File: config.mk
export PLATFORM = sky130hd
export DESIGN_NAME = dice_roll_sampler
export DESIGN_NICKNAME = d
export VERILOG_FILES = /design/src/rtl/dice_roll_sampler.sv
export SDC_FILE = /design/constraint.sdc
export NUM_CORES = 1
export LEC_CHECK = 0
export BUFFER_PORTS_ARGS = -buffer_cell sky130_fd_sc_hd__buf_2
export CAP_MARGIN = 20
export CELL_PAD_IN_SITES_DETAIL_PLACEMENT = 2
export CELL_PAD_IN_SITES_GLOBAL_PLACEMENT = 2
export CORE_AREA = 3 3 68 70
export DETAILED_ROUTE_END_ITERATION = 16
export DIE_AREA = 0 0 71 73
export HOLD_SLACK_MARGIN = 0.06
export PLACE_DENSITY = 0.82
export RECOVER_POWER = 25
export SLEW_MARGIN = 10
export SYNTH_ARGS = -nofsm -noshare
export SYNTH_HDL_FRONTEND = slang
export SYNTH_SLANG_ARGS = --single-unit
File: constraint.sdc
create_clock -name clk -period 2.3 [get_ports clk]
set_input_delay 0.345 -clock clk [delete_from_list [all_inputs] [get_ports clk]]
set_output_delay 0.345 -clock clk [all_outputs]
set_load 0.01 [all_outputs]
File: src/rtl/dice_roll_sampler.sv
// dice_roll_sampler: assembles serial LFSR bits into draws and rejection-samples a uniform die face.
module dice_roll_sampler #(
  parameter int NUM_SIDES = 6,
  parameter int MAX_REJECT = 15,
  localparam int VW = $clog2(NUM_SIDES + 1)
) (
  input  logic          clk,
  input  logic          rst,
  input  logic          rnd_bit,
  input  logic          rnd_tick,
  input  logic          roll,
  output logic [VW-1:0] value,
  output logic [6:0]    seg,
  output logic          busy,
  output logic          done,
  output logic [3:0]    reject_cnt
);
  localparam int W = $clog2(NUM_SIDES);
  typedef enum logic [1:0] {IDLE, COLLECT, CHECK} state_t;
  state_t state_q, state_d;
  logic [W-1:0] sr_q, sr_d;
  logic [1:0] cnt_q, cnt_d;
  logic [VW-1:0] value_q, value_d;
  logic [6:0] seg_q, seg_d;
  logic done_q, done_d;
  logic [3:0] rej_q, rej_d, rej_inc, face;
  logic roll_q, roll_rise, accept, fallback;
  function automatic logic [6:0] decode(input logic [3:0] f);
    case (f)
      4'd1: decode = 7'h06;
      4'd2: decode = 7'h5B;
      4'd3: decode = 7'h4F;
      4'd4: decode = 7'h66;
      4'd5: decode = 7'h6D;
      4'd6: decode = 7'h7D;
      4'd7: decode = 7'h07;
      4'd8: decode = 7'h7F;
      default: decode = 7'h00;
    endcase
  endfunction
  always_comb begin
    roll_rise = roll & ~roll_q;
    rej_inc = (rej_q == 4'd15) ? rej_q : rej_q + 4'd1;
    accept = 32'(sr_q) < NUM_SIDES;
    fallback = !accept && rej_inc == 4'(MAX_REJECT);
    face = accept ? 4'(sr_q) + 4'd1 : 4'(sr_q) - 4'(NUM_SIDES) + 4'd1;
    state_d = state_q;
    sr_d = sr_q;
    cnt_d = cnt_q;
    value_d = value_q;
    seg_d = seg_q;
    done_d = 1'b0;
    rej_d = rej_q;
    case (state_q)
      IDLE: if (roll_rise) begin
        state_d = COLLECT;
        cnt_d = '0;
        rej_d = '0;
      end
      COLLECT: if (rnd_tick) begin
        sr_d = W'({sr_q, rnd_bit});
        cnt_d = cnt_q + 2'd1;
        state_d = (cnt_q == 2'(W - 1)) ? CHECK : COLLECT;
      end
      CHECK: begin
        rej_d = accept ? rej_q : rej_inc;
        if (accept || fallback) begin
          value_d = VW'(face);
          seg_d = decode(face);
          done_d = 1'b1;
          state_d = IDLE;
        end else begin
          cnt_d = '0;
          state_d = COLLECT;
        end
      end
      default: state_d = IDLE;
    endcase
  end
  always_ff @(posedge clk) begin
    if (rst) begin
      state_q <= IDLE;
      sr_q <= '0;
      cnt_q <= '0;
      value_q <= '0;
      seg_q <= '0;
      done_q <= 1'b0;
      rej_q <= '0;
      roll_q <= 1'b1;
    end else begin
      state_q <= state_d;
      sr_q <= sr_d;
      cnt_q <= cnt_d;
      value_q <= value_d;
      seg_q <= seg_d;
      done_q <= done_d;
      rej_q <= rej_d;
      roll_q <= roll;
    end
  end
  assign value = value_q;
  assign seg = seg_q;
  assign busy = state_q != IDLE;
  assign done = done_q;
  assign reject_cnt = rej_q;
endmodule

==> impl_metrics.toml, run 1 <==
[synth]
async_flop_share_pct = 0
ys_seq_area_share_pct = 39.0
syn_inst = 132
synth_nets = 141
synth_edf_count = 0
synth-main-ff-cell = "dfxtp_1"
netlist_area_um2 = 1180
ys_seq_elements = 23
yosysUniqueCellTypes = 43
yosys_warnings = 0
post_synth.cell_area_avg_um2 = 8.94

[worst_setup_path]
required_ps = 2460
critPathMaxFanout = 8
path_class = "flop to flop"
cp-start-kind = "flop"
end_kind = "flop"
critPathArrivalTime_ps = 2360

[power_and_ir_drop]
total_power_w = 0.000717
p_per_area_nw_per_um2 = 515
p_leak_nw = 0.487
ir_worst_vdd_uv = 247

[finish]
area_growth_pct = 18.1
diodes = 0
regArea_um2 = 460
finalNetCount = 162
finalNonFillerCells = 202
fin_area_um2 = 1390
drive_gt1_share_pct = 24.3
multi_input_area_um2 = 676
fillers = 497

[status]
status = "finished, final reports clean"

[clock_network]
clk_latency_ps = 270
clk_pin_slew_worst_paths_ps = 90
cts_buffers = 3
cts.sinks = 23
cts_tree = "built"
cts_setup_buffers = 0
cts-root-buf = "clkbuf_8"
hold_buffers = 0
htree_levels = 1
clk_path_buf_depth = 2

[floorplan]
row_count = 23
die_h_um = 73
coreArea_um2 = 4030
start_util_pct = 29.3
die_w_um = 71
die_area_um2 = 5180
pin_count = 21

[placement]
io_buffers = 20
hpwl_um = 2600
placed_area_um2 = 1330
gp_congestion = 0.787
dpl.cell_count = 198

[sta]
relSlewSlack_pct = 65.8
worstMarginPinSlew_ps = 513
timing.hold.ws_ps = 285
fin_crit_sh_pct = 95.5
skew_ps = 1.46
slew_viol_final = 0
rsz0062_at_grt = "false"
fmax_mhz = 455
fin_setup_tns_ps = 0
fin_crit_ps = 2200
hold_viol_final = 0
setup_viol = 0

[route]
vias = 1072
firstDrtPassIters = 3
via_per_inst = 5.31
drc = 0
routed_wl_um = 3450
wl_per_cell_um = 17.1
antenna_left = 0
drtIter0Drc = 50

[job]
cap_violations = 0

[hold_path]
hold_path.class = "input port to flop"

[global_routing]
grt.overflow.total = 0
grt_start_max_net_pins = 25
grt_pass1_wl_um = 5610
grt_pass1_vias = 1155
grtUsageTotal_pct = 13.8
antenna_found_initial = 0
[placed cells by master (no fill, tap or decap), drive strengths merged, types with 3 or more instances in the layout]
cell,netlist,layout
dfxtp,23,23
nor2,22,22
buf,1,16
clkbuf,7,11
a21oi,9,9
nand2,7,7
inv,6,6
o21ai,6,6
a211oi,6,6
mux2i,5,5
ha,4,4
nand2b,3,3
a31oi,3,3
[per-stage QoR]
| step | util (%) | setup slack (ps) |
|---|---|---|
| after global placement | 32.9 | 298 |
| after global routing | 34.6 | 2.29 |
| after CTS | 34.3 | 31.6 |
| final | 34.6 | 103 |
| after detailed placement | 32.9 | -35.6 |
| after floorplan | - | 126 |
[cells by family (layout without fill, tap and decap cells)]
family | count (synthesis) | in the layout | share of synthesized area, %
compound gates | 36 | 36 | 23.9
mux | 6 | 6 | 5.20
simple gates | 48 | 48 | 21.0
xor+xnor | 1 | 1 | 0.742
fa+ha+maj | 4 | 4 | 4.24
buf+inv | 14 | 34 | 5.94
flops | 23 | 23 | 39.0
[power by group]
group          switching (W)  leakage (nW)  internal (W)  total [W]
Sequential        0.00000655         0.186      0.000403   0.000410
Clock               0.000147        0.0217      0.000123   0.000270
Combinational      0.0000230         0.279     0.0000150  0.0000379
Total               0.000177         0.487      0.000541   0.000717
[cells in the mapped netlist (2+ instances only)]
cell type	count	share of area [%]
a211oi_1	3	1.9
a211oi_2	3	3.2
a21oi_1	9	3.8
a311oi_1	2	1.5
a31oi_1	3	1.6
clkbuf_1	6	1.9
dfxtp_1	23	39
ha_1	4	4.2
inv_1	6	1.9
mux2i_1	5	4.2
nand2_1	7	2.2
nand2b_1	3	1.6
nand4_1	2	1.1
nor2_1	21	6.7
nor2b_1	2	1.1
nor3b_1	2	1.3
o21ai_0	5	2.1
[layout make-up]
class | instances | area share (%)
clock buffer | 3 | 2.96
clock inverter | 1 | 0.539
inverter | 6 | 1.62
multi-input combinational | 95 | 48.5
sequential | 23 | 33.0
tap | 50 | 4.49
timing repair buffer | 24 | 8.89
[sequential cells by signal (all words and copies together) (netlist names)]
name,flops
value,3
roll_q,1
cnt_q,2
done,1
state_q,2
sr_q,3
reject_cnt,4
seg,7
[metal layers]
| layer | vias to the layer above | GRT usage, % | part of all wire, % |
|---|---|---|---|
| met5 | - | 0 | 0 |
| met4 | 0 | 2.51 | 0.49 |
| met3 | 2 | 3.58 | 3.5 |
| met2 | 17 | 26.7 | 54 |
| met1 | 535 | 15.3 | 42 |
| li1 | 518 | - | - |
[worst max-delay path: stages (launching register included)]
cell	delay (ps)
dfxtp_1	440
ha_2	300
and3_1	210
o21ai_2	100
a2111oi_4	430
buf_4	210
nor2_2	40
a2111oi_2	360
[worst paths after layout]
check	start	endpoint	slack (ps)	depth (start not counted)
max	reject_cnt[1]$_SDFFE_PP0P_	seg[6]$_SDFFE_PP0P_	100	7
min	roll	roll_q$_SDFF_PP1_	280	2
max reg2reg	reject_cnt[1]$_SDFFE_PP0P_	seg[6]$_SDFFE_PP0P_	100	7
min reg2reg	seg[4]$_SDFFE_PP0P_	seg[4]$_SDFFE_PP0P_	500	2
[repair_timing]
| item | CTS | global route |
|---|---|---|
| cloned | 0 | 0 |
| gates resized for setup | 2 | 4 |
| setup endpoints to repair | 1 | 6 |
(Power assumes the default switching activity.)
==> run 2: changes to the inputs <==
--- a/config.mk
+++ b/config.mk
@@ -9,11 +9,11 @@
 export CAP_MARGIN = 20
 export CELL_PAD_IN_SITES_DETAIL_PLACEMENT = 2
 export CELL_PAD_IN_SITES_GLOBAL_PLACEMENT = 2
-export CORE_AREA = 3 3 68 70
+export CORE_AREA = 3 3 62 78
 export DETAILED_ROUTE_END_ITERATION = 16
-export DIE_AREA = 0 0 71 73
+export DIE_AREA = 0 0 65 81
 export HOLD_SLACK_MARGIN = 0.06
-export PLACE_DENSITY = 0.82
+export PLACE_DENSITY = 0.81
 export RECOVER_POWER = 25
 export SLEW_MARGIN = 10
 export SYNTH_ARGS = -nofsm -noshare
==> run 2 against run 1 <==
Net effect:
- setup slack better by 30 ps
- sequential share of layout area up 0.27 points
- cell area down 0.81%
==> impl_metrics.toml, run 2 (synthesized netlist as in run 1, its figures left out) <==
[status]
status = "finished, final reports clean"

[sta]
hold_viol_final = 0
slew_viol_final = 0
relSlewSlack_pct = 26.0
worstMarginPinSlew_ps = 1110
rsz0062_at_grt = "false"
fin_crit_ps = 2170
skew_ps = 6.29
fin_crit_sh_pct = 94.2
fin_setup_tns_ps = 0
setup_viol = 0
fmax_mhz = 462

[route]
via_per_inst = 5.09
firstDrtPassIters = 2
antenna_left = 0
drc = 0
drtIter0Drc = 42
routed_wl_um = 3200
wl_per_cell_um = 15.5
vias = 1049

[worst_setup_path]
r2r-start = "sr_q[1]$_SDFFE_PP0P_"
path_cells = "inv_1 > ha_1 > xor2_1 > nor3_1 > a2111oi_1"
path_class = "flop to flop"
cp_slowest_stage_delay_ps = 530
rrSetupSlack_ps = 130
crit_slowest_cell = "dfxtp_1"
path_buf_inv = 1
critPathTopFamily = "flip-flops"
cp-start-kind = "flop"
r2r_end = "seg[6]$_SDFFE_PP0P_"
critPathMaxFanout = 10
end_kind = "flop"
reg2regPathDepth = 5
critPathArrivalTime_ps = 2330
required_ps = 2460

[floorplan]
die_h_um = 81
die_w_um = 65
row_count = 26
coreArea_um2 = 4130
pin_count = 21
die_area_um2 = 5270
start_util_pct = 28.6

[finish]
area_growth_pct = 17.2
finalNonFillerCells = 206
largest_reg_flops = 7
finalNetCount = 160
fillers = 490
drive_gt1_share_pct = 20.7
mostFrequentLayoutCell = "dfxtp_1"
diodes = 0
layout_common_cells = "dfxtp_1 (23), nor2_1 (21), buf_2 (11), a21oi_1 (9), clkbuf_1 (9)"

[hold_path]
hold_depth = 2
hold_path.class = "input port to flop"
hold_start = "roll"
whs_endpoint = "roll_q$_SDFF_PP1_"

[power_and_ir_drop]
ir_worst_vdd_uv = 186
p_per_area_nw_per_um2 = 515
total_power_w = 0.000712
p_leak_nw = 0.476

[placement]
io_buffers = 20
dpl.cell_count = 202
hpwl_um = 2390
gp_congestion = 0.761

[global_routing]
grt_start_max_net_pins = 25
grt_pass1_wl_um = 5420
grtUsageTotal_pct = 13.2
grt.overflow.total = 0
grt_pass1_vias = 1120
antenna_found_initial = 0

[clock_network]
clk_path_buf_depth = 2
cts_setup_buffers = 0
cts-root-buf = "clkbuf_8"
clk_pin_slew_worst_paths_ps = 90
clk_latency_ps = 270
cts.sinks = 23
hold_buffers = 0
cts_tree = "built"
cts_buffers = 3
htree_levels = 1
cts_resized = 0

[job]
cap_violations = 0
[run 2: area by class of cell]
class	count	area, um^2	area share (%)
Inverter	6	22.5	1.63
Clock inverter	1	5.00	0.362
Multi-Input combinational cell	95	667	48.2
Sequential cell	23	460	33.3
Tap cell	56	70.1	5.07
Timing Repair Buffer	22	116	8.42
Clock buffer	3	41.3	2.99
[run 2: how the worst max path moves through the flow]
| stage | start | endpoint | slack [ps] | cells after the start |
|---|---|---|---|---|
| after floorplan | reject_cnt[0]$_SDFFE_PP0P_ | value[2]$_SDFFE_PP0P_ | 130 | 7 |
| after global placement | reject_cnt[1]$_SDFFE_PP0P_ | seg[6]$_SDFFE_PP0P_ | 250 | 7 |
| after detailed placement | reject_cnt[1]$_SDFFE_PP0P_ | seg[6]$_SDFFE_PP0P_ | 70 | 7 |
| after CTS | reject_cnt[1]$_SDFFE_PP0P_ | seg[6]$_SDFFE_PP0P_ | 70 | 7 |
| after global routing | sr_q[1]$_SDFFE_PP0P_ | seg[6]$_SDFFE_PP0P_ | 20 | 5 |
| final | sr_q[1]$_SDFFE_PP0P_ | seg[6]$_SDFFE_PP0P_ | 130 | 5 |
[run 2: per-stage QoR]
| stage | setup WS, ps | cell area, um^2 | utilization (%) | hold slack (ps) |
|---|---|---|---|---|
| 2_1_floorplan | 126 | 1180 | - | 417 |
| 3_3_place_gp | 254 | 1330 | 32.2 | 467 |
| 3_5_place_dp | 74.7 | 1330 | 32.2 | 483 |
| 4_1_cts | 66.9 | 1380 | 33.3 | 276 |
| 5_1_grt | 16.6 | 1380 | 33.5 | 281 |
| 6_report | 133 | 1380 | 33.5 | 279 |
[run 2: report_power, final]
part	switching (W)	internal, W	total (W)
clock	0.000145	0.000121	0.000266
combinational	0.0000217	0.0000143	0.0000360
sequential	0.00000651	0.000403	0.000410
[run 2: layer usage]
| metal | routed length, um | up-vias | GRT usage, % |
|---|---|---|---|
| met3 | 87 | 4 | 1.94 |
| met4 | 45 | 0 | 5.07 |
| met5 | 0 | - | 0 |
| met1 | 1370 | 510 | 14.7 |
| met2 | 1690 | 17 | 25.0 |
| li1 | - | 518 | - |
==> run 3: changes to the inputs <==
--- a/config.mk
+++ b/config.mk
@@ -5,15 +5,16 @@
 export SDC_FILE = /design/constraint.sdc
 export NUM_CORES = 1
 export LEC_CHECK = 0
+export ABC_AREA = 1
 export BUFFER_PORTS_ARGS = -buffer_cell sky130_fd_sc_hd__buf_2
 export CAP_MARGIN = 20
 export CELL_PAD_IN_SITES_DETAIL_PLACEMENT = 2
 export CELL_PAD_IN_SITES_GLOBAL_PLACEMENT = 2
-export CORE_AREA = 3 3 62 78
+export CORE_AREA = 3 3 63 80
 export DETAILED_ROUTE_END_ITERATION = 16
-export DIE_AREA = 0 0 65 81
+export DIE_AREA = 0 0 66 83
 export HOLD_SLACK_MARGIN = 0.06
-export PLACE_DENSITY = 0.81
+export PLACE_DENSITY_LB_ADDON = 0.3
 export RECOVER_POWER = 25
 export SLEW_MARGIN = 10
 export SYNTH_ARGS = -nofsm -noshare
==> run 3 against run 2 <==
Net effect:
- maximum frequency is 17% higher
- synthesized cell count grew 20%
- largest cell class unchanged
- count of clock-buffer cells in the layout unchanged
- highest routed layer unchanged
- routed wire length fell by 1.5%
- sequential power up 2%
- hold slack got worse by 18 ps
- synthesized area shrank 4.8%
==> impl_metrics.toml, run 3 <==
[global_routing]
globalRouteMet3Util_pct = 2.84
grt_util_met2_pct = 22.9
grt_start_max_net_pins = 17
grt_use_met1_pct = 13.9
grtUsageTotal_pct = 12.5
antenna_found_initial = 0
grt.overflow.total = 0
grt_pass1_vias = 1139
busiest_layer = "met2"
grt_pass1_wl_um = 5400

[route]
drtIter0Drc = 11
via_per_inst = 4.57
firstDrtPassIters = 2
wl_per_cell_um = 13.2
drc = 0
antenna_left = 0
vias = 1088
routed_wl_um = 3150

[synth]
yosys_warnings = 0
ys_seq_area_share_pct = 41.0
synth_nets = 167
netlist_area_um2 = 1120
async_flop_share_pct = 0
synth-main-ff-cell = "dfxtp_1"
synth_top_cell_area_share_pct = 41.0
post_synth.cell_area_avg_um2 = 7.11
synth_top_cells_by_count = "nand2_1 (41), dfxtp_1 (23), inv_1 (22)"
synth_top_area_cell = "dfxtp_1"
synth_edf_count = 0
post-synth-top-count-cell = "nand2_1"
yosysUniqueCellTypes = 21
syn_inst = 158
synth_area_leaders = "dfxtp_1 (41%), nand2_1 (14%), a21oi_1 (9.4%)"
ys_seq_elements = 23

[placement]
gp_congestion = 0.747
io_buffers = 20
placed_area_um2 = 1280
hpwl_um = 2610
dpl.cell_count = 234

[worst_setup_path]
path_cells = "ha_1 > nand3_1 > nand2_1 > o21ai_1 > nor2_1 > nand2_1 > nand2_4 > nand2_4 > nor2_1 > nand2_1 > nand2_1"
end_kind = "flop"
required_ps = 2520
crit_slowest_cell = "dfxtp_1"
critPathArrivalTime_ps = 2070
path_class = "flop to flop"
cp-start-kind = "flop"
path_buf_inv = 0
crit_top_cell = "nand2_1"
cp_slowest_stage_delay_ps = 420
critPathTopFamily = "simple AND/OR/NAND/NOR gates"
critPathMaxFanout = 16

[clock_network]
clk_latency_ps = 270
cts_resized = 0
cts_tree = "built"
cts_setup_buffers = 0
cts_buffers = 3
clk_pin_slew_worst_paths_ps = 80
cts-root-buf = "clkbuf_8"
htree_levels = 1
cts.sinks = 23
hold_buffers = 0
clk_path_buf_depth = 2

[floorplan]
die_area_um2 = 5480
row_count = 27
pin_count = 21
die_h_um = 83
start_util_pct = 25.8
coreArea_um2 = 4360
die_w_um = 66

[sta]
fin_setup_tns_ps = 0
rsz0062_at_grt = "false"
slew_viol_final = 0
relSlewSlack_pct = 55.4
hold_viol_final = 0
fin_crit_sh_pct = 80.7
fin_crit_ps = 1860
skew_ps = 2.24
setup_viol = 0
fmax_mhz = 539
worstMarginPinSlew_ps = 669
timing.hold.ws_ps = 261

[job]
cap_violations = 0

[finish]
drive_gt1_share_pct = 12.2
area_growth_pct = 16.8
diodes = 0
finalNetCount = 190
largest_reg_flops = 7
layout_common_cells = "nand2_1 (41), dfxtp_1 (23), inv_1 (22), a21oi_1 (21)"
mostFrequentLayoutCell = "nand2_1"
finalNonFillerCells = 238
fillers = 548
fin_area_um2 = 1310

[hold_path]
hold_path.class = "input port to flop"

[power_and_ir_drop]
p_per_area_nw_per_um2 = 574
ir_worst_vdd_uv = 196
p_leak_nw = 0.574
total_power_w = 0.000753

[status]
status = "finished, final reports clean"
## run 3: logic make-up after synthesis
kind of cell / share of synthesized area (%)
adder cells (fa/ha/maj): 4.45
buffers and inverters: 9.02
AO/OA/AOI/OAI: 14.5
AND/OR/NAND/NOR: 30.3
XOR/XNOR: 0.780
flip-flops: 41.0
## run 3: metrics by stage
step,setup slack (ps),util [%]
global route,164,30.1
floorplan,634,-
detailed placement,434,29.3
CTS,386,30.4
finish,443,30.1
global placement,554,29.3
## run 3: layer usage
layer	up-vias	wire length [um]	share of wire, %
li1	550	-	-
met5	-	0	0
met2	14	1740	55
met1	519	1270	40
met4	0	36	1.1
met3	5	103	3.3
## run 3: area by class of cell
type	count	area [um^2]	area share [%]
Multi-Input combinational cell	111	562	42.8
Sequential cell	23	460	35.1
Timing Repair Buffer	20	88.8	6.77
Inverter	22	82.6	6.29
Tap cell	58	72.6	5.53
Clock buffer	3	41.3	3.15
Clock inverter	1	5.00	0.381
## run 3: power breakdown
group	switching [W]	total (W)	internal (W)
clock	0.000133	0.000254	0.000121
sequential	0.00000901	0.000417	0.000408
combinational	0.0000529	0.0000812	0.0000283
total	0.000195	0.000753	0.000558
## run 3: worst min-delay path, delay by kind of cell
| family | cells | cell delay (ps) |
|---|---|---|
| buffers and inverters | 2 | 120 |
| AND/OR/NAND/NOR | 1 | 40 |
## run 3: worst paths after layout
path / startpoint / cells past startpoint / slack, ps / endpoint
max: reject_cnt[0]$_SDFFE_PP0P_ / 11 / 440 / seg[5]$_SDFFE_PP0P_
min: roll / 3 / 260 / roll_q$_SDFF_PP1_
max reg2reg: reject_cnt[0]$_SDFFE_PP0P_ / 11 / 440 / seg[5]$_SDFFE_PP0P_
min reg2reg: value[2]$_SDFFE_PP0P_ / 2 / 470 / value[2]$_SDFFE_PP0P_
